<file path="src/rtl/sel4to2_enc_if.sv">
// Request/grant bus between the path request sources, sel4to2_enc and the select decoder.
// Handshake: a grant transfers on a rising edge where sel_valid and sel_ready are both high; select/multi_req hold until then.
interface sel4to2_enc_if #(
  parameter int CNT_W = 8
);
  logic [3:0]       path_req;
  logic [1:0]       select;
  logic             sel_valid;
  logic             sel_ready;
  logic             multi_req;
  logic [CNT_W-1:0] grant_cnt;

  modport master (
    input  path_req,
    input  sel_ready,
    output select,
    output sel_valid,
    output multi_req,
    output grant_cnt
  );

  modport slave (
    output path_req,
    output sel_ready,
    input  select,
    input  sel_valid,
    input  multi_req,
    input  grant_cnt
  );
endinterface

</file>
<file path="src/rtl/sel4to2_enc.sv">
// Four-way request encoder/arbiter presenting a registered 2-bit path index under valid/ready.
// Define SEL4TO2_RR_EN for round-robin arbitration; otherwise index 0 has fixed highest priority.
module sel4to2_enc #(
  parameter int CNT_W = 8
) (
  input  logic              clk1,
  input  logic              rst1,
  sel4to2_enc_if.master     bus,
  output logic              state_dbg
);

  typedef enum logic {
    IDLE  = 1'b0,
    VALID = 1'b1
  } state_t;

  state_t           state;
  state_t           state_nxt;
  logic             load;
  logic             xfer;
  logic [1:0]       sel_r;
  logic             multi_r;
  logic [CNT_W-1:0] cnt;
  logic [1:0]       scan_base;
  logic [1:0]       grant;
  logic [1:0]       idx;
  logic             found;
  logic             multi;

  // Next state plus the two strobes that drive every register update.
  always_comb begin
    state_nxt = state;
    load      = 1'b0;
    xfer      = 1'b0;
    case (state)
      IDLE: begin
        if (bus.path_req != 4'b0000) begin
          load      = 1'b1;
          state_nxt = VALID;
        end
      end
      VALID: begin
        if (bus.sel_ready) begin
          xfer = 1'b1;
          if (bus.path_req != 4'b0000) begin
            load = 1'b1;
          end else begin
            state_nxt = IDLE;
          end
        end
      end
      default: state_nxt = IDLE;
    endcase
  end

`ifdef SEL4TO2_RR_EN
  logic [1:0] ptr;

  // A back-to-back grant must already see the pointer advanced past the one being accepted.
  assign scan_base = xfer ? (sel_r + 2'd1) : ptr;

  always_ff @(posedge clk1 or posedge rst1) begin
    if (rst1) begin
      ptr <= 2'd0;
    end else if (xfer) begin
      ptr <= sel_r + 2'd1;
    end
  end
`else
  assign scan_base = 2'd0;
`endif

  // First asserted request scanning upward (modulo 4) from scan_base.
  always_comb begin
    grant = 2'd0;
    found = 1'b0;
    idx   = 2'd0;
    for (int k = 0; k < 4; k++) begin
      idx = scan_base + 2'(k);
      if (!found && bus.path_req[idx]) begin
        grant = idx;
        found = 1'b1;
      end
    end
  end

  assign multi = ($countones(bus.path_req) > 1);

  always_ff @(posedge clk1 or posedge rst1) begin
    if (rst1) begin
      state   <= IDLE;
      sel_r   <= 2'd0;
      multi_r <= 1'b0;
      cnt     <= '0;
    end else begin
      state <= state_nxt;
      if (load) begin
        sel_r   <= grant;
        multi_r <= multi;
      end else if (xfer) begin
        multi_r <= 1'b0;
      end
      if (xfer) begin
        cnt <= cnt + CNT_W'(1);
      end
    end
  end

  assign bus.select    = sel_r;
  assign bus.sel_valid = (state == VALID);
  assign bus.multi_req = multi_r;
  assign bus.grant_cnt = cnt;
  assign state_dbg     = state;

endmodule
</file>
<file path="src/flat_wrapper.sv">
// flat-port wrapper written by rule: the top's interface ports become plain ports
module sel4to2_enc_flat 
#(
  parameter int CNT_W = 8
)
  (clk1, rst1, state_dbg, bus_path_req, bus_sel_ready, bus_select, bus_sel_valid, bus_multi_req, bus_grant_cnt);
  sel4to2_enc_if #(.CNT_W(CNT_W)) bus_i ();
  input  logic clk1;
  input  logic rst1;
  output logic state_dbg;
  input wire logic [$bits(bus_i.path_req)-1:0] bus_path_req;
  input wire logic [$bits(bus_i.sel_ready)-1:0] bus_sel_ready;
  output wire logic [$bits(bus_i.select)-1:0] bus_select;
  output wire logic [$bits(bus_i.sel_valid)-1:0] bus_sel_valid;
  output wire logic [$bits(bus_i.multi_req)-1:0] bus_multi_req;
  output wire logic [$bits(bus_i.grant_cnt)-1:0] bus_grant_cnt;
  assign bus_i.path_req = bus_path_req;
  assign bus_i.sel_ready = bus_sel_ready;
  assign bus_select = bus_i.select;
  assign bus_sel_valid = bus_i.sel_valid;
  assign bus_multi_req = bus_i.multi_req;
  assign bus_grant_cnt = bus_i.grant_cnt;
  sel4to2_enc #(.CNT_W(CNT_W)) u_core (.clk1(clk1), .rst1(rst1), .bus(bus_i), .state_dbg(state_dbg));
endmodule
</file>
<file path="config.mk">
export PLATFORM = sky130hd
export DESIGN_NAME = sel4to2_enc_flat
export DESIGN_NICKNAME = d
export VERILOG_FILES = /design/src/rtl/sel4to2_enc_if.sv /design/src/rtl/sel4to2_enc.sv /design/src/flat_wrapper.sv
export SDC_FILE = /design/constraint.sdc
export NUM_CORES = 1
export LEC_CHECK = 0
export BUFFER_PORTS_ARGS = -buffer_cell sky130_fd_sc_hd__buf_2
export CAP_MARGIN = 30
export CORE_MARGIN = 4
export CORE_UTILIZATION = 35
export DETAILED_ROUTE_END_ITERATION = 6
export HOLD_SLACK_MARGIN = 0.08
export SETUP_SLACK_MARGIN = 0.3
export SYNTH_ARGS = -nofsm -noshare
export SYNTH_HDL_FRONTEND = slang
export SYNTH_SLANG_ARGS = --single-unit
</file>
<file path="constraint.sdc">
create_clock -name clk1 -period 2.8 [get_ports clk1]
set_input_delay 0.56 -clock clk1 [delete_from_list [all_inputs] [get_ports clk1]]
set_output_delay 0.56 -clock clk1 [all_outputs]
set_load 0.05 [all_outputs]
</file>
==> summary.md <==
| Metric | Value |
|---|---|
| Post-synthesis cell type count | 23 |
| Die ar. | 2630 µm² |
| Hold buffer count at CTS | 0 |
| Vias in the first global route | 485 |
| Clock power frac | 17.3% |
| FMAX | 579 MHz |
| Final net count | 99 |
| Place WS | 0.778 ns |
| Status | complete, no violations |
| Kind of critical path | input pin to register |
| Sequential Area | 300 µm² |
| Setup Buffers After CTS | 0 |
| Post-DR wirelength/cell | 10.8 µm |
| Worst-path fanout max | 4 |
| Post-route antenna net violation count | 0 |
| Synth warn | 0 |
| Via density | 4.56 |
| Most frequent cells in the layout | buf_2 (19), dfrtp_1 (12), nand2_1 (9), inv_1 (9), ha_1 (6) |
| Clock Latency Late Sink | 0.27 ns |
| Starting DRT DRC Count | 7 |
| EDFF count, synth | 0 |
| Hold Fails Final Rpt | 0 |
| Gate power share | 46.4% |
| Register area share after synthesis | 45.7% |
| Post-layout util | 46.5% |
| Internal power | 0.406 mW |
| Max-slew violations | 0 |
| Residual DRC count | 0 |
| Syn_nets | 76 |
| Net Sw Frac | 48.0% |
| Slew @ Worst Pin | 0.442 ns |
| Root buf cell | clkbuf_4 |
| Worst path required time | 2.94 ns |
| Io pins | 20 |
| Synthesized cell area | 657 µm² |
| Syn Area/Cell | 10.6 µm² |
| Power Density | 961 nW/µm² |
| Synthesized flop and latch total | 12 |
| Cells after synthesis | 62 |
| Fill cells | 179 |
| Total clock buffers created by CTS | 3 |
| Initial antenna violation count | 0 |
| Drt first pass iters | 4 |
| Main synth FF type | dfrtp_1 |
| Max VDD drop | 403 µV |
| GR Overflow Total | 0 |
| CP Data Arrival Time | 1.86 ns |
| Pin count of the biggest net entering global routing | 13 |
| Post-cts repair resize count | 0 |
| Cell breakdown of the critical path | buf_2 > inv_1 > ha_1 > nand2_1 > fa_1 > a22oi_1 > a31oi_1 > o221ai_1 |
| First-pass GRT wire length | 2060 µm |
| Critical Path Max Stage Delay | 0.47 ns |
| Reg clk slew, reported paths | 0.08 ns |
| Post-Layout Cell Count | 109 |
| Drt total wl | 1170 µm |
| Port bufs | 19 |
| Max Buffers Root-to-Sink | 2 |
| Die Ht | 51.3 µm |
| H-tree Lvls | 1 |
| Min setup slack post-route | 1.07 ns |
| Async set-reset flop share out of synthesis | 100% |
| Die X | 51.3 µm |
| CP Launch Point | bus_path_req[3] |
| Total track usage | 10.5% |
| Reg power frac | 36.3% |
| Final Setup Violations | 0 |
| Slowest CP cell | fa_1 |
| Min-Delay Path Class | input pin to asynchronous set/reset pin |
| Row Count | 15 |
| Setup repair after global routing missed its margin | false |
| Initial Utilization | 37.6% |
| GPL Wtd Cong | 0.640 |
| Final Cycle Share | 61.7% |
| Most common cell after layout, fill and taps aside | buf_2 |
| Dpl hpwl | 956 µm |
| Number of vias in the routed layout | 497 |
| Area occupied by multi-input gates | 315 µm² |
| Minimum clock period | 1.73 ns |
| Core Region | 1750 µm² |
| CP Capture Type | register |
| NetSw | 0.374 mW |
| TritonCTS clock tree | built |
| Clock sink total | 12 |
| Share of cells above drive strength 1 | 31.0% |
| Clock Skew | 0.00357 ns |
| Startpoint types | input pin |
| Area grow syn2layout | 23.6% |
| Max-Cap Viols | 0 |
| Setup TNS | 0 ns |
| Diode count | 0 |
| Pleak | 0.426 nW |
| Max_slew headroom | 70.5% |
| DP Cell Count | 105 |
| Worst R2R Start | u_core.bus.sel_valid |
## flip-flops by register name (all words and copies together), names as in the netlist
| register | flops |
|---|---|
| u_core.bus.multi_req | 1 |
| u_core.bus.grant_cnt | 8 |
| u_core.bus.sel_valid | 1 |
| u_core.bus.select | 2 |
## worst paths after layout
path,to,cells past startpoint,slack (ns)
hold / removal,u_core.bus.grant_cnt[7],2,0.28
hold reg to reg,u_core.bus.grant_cnt[7],1,0.47
max in group asynchronous,u_core.bus.grant_cnt[3],2,2.21
setup reg to reg,u_core.bus.select[0],3,1.67
min in group clk1,u_core.bus.grant_cnt[7],1,0.47
setup / recovery,u_core.bus.multi_req,8,1.07
## through the flow
step	power, mW	area, µm²	hold slack [ns]
final	0.780	812	0.277
after detailed placement	0.655	776	0.460
after floorplan	0.562	657	0.425
after CTS	0.790	812	0.304
after global routing	0.835	812	0.318
after global placement	0.645	776	0.456
## layer usage
metal	routed length, µm	part of all wire, %	up-vias	GRT usage, %
li1	-	-	245	-
met1	504	43	236	12.7
met2	576	49	14	17.4
met3	75	6.4	2	2.62
met4	16	1.4	0	5.24
met5	0	0	-	0
## cell families after synthesis
| logic type | synth area share (%) |
|---|---|
| muxes | 5.52 |
| DFF | 45.7 |
| adders and majority gates | 14.5 |
| AOI/OAI and AO/OA | 5.71 |
| buffers and inverters | 6.29 |
| and+or+nand+nor | 13.0 |
| xor gates and xnor gates | 9.33 |
## synth_stat cells, types with 2 or more instances
library cell	number	share of area [%]
inv_1	9	5.1
nand2_1	9	5.1
ha_1	6	11
a21oi_1	2	1.5
dfrtp_1	12	46
xor2_1	2	2.7
nand3_1	2	1.5
xnor2_1	5	6.7
## power groups by stage
stage / Combinational, mW / Clock (mW) / Sequential [mW]
finish: 0.362 / 0.135 / 0.283
detailed placement: 0.366 / 0 / 0.288
floorplan: 0.104 / 0 / 0.458
CTS: 0.368 / 0.138 / 0.285
global route: 0.390 / 0.151 / 0.294
global placement: 0.362 / 0 / 0.283
## worst max-delay path: cells and delay by family
family,cells,cell delay [ns]
simple gates,1,0.06
fa+ha+maj,2,0.73
compound gates,3,0.35
buf+inv,2,0.16
## cell type report
class / count / share of cell area, %
multi-input combinational: 40 / 38.8
sequential: 12 / 37.0
timing repair buffer: 19 / 11.7
clock buffer: 4 / 4.47
inverter: 9 / 4.16
tap: 25 / 3.85
Power figures use the tool's default switching activity.
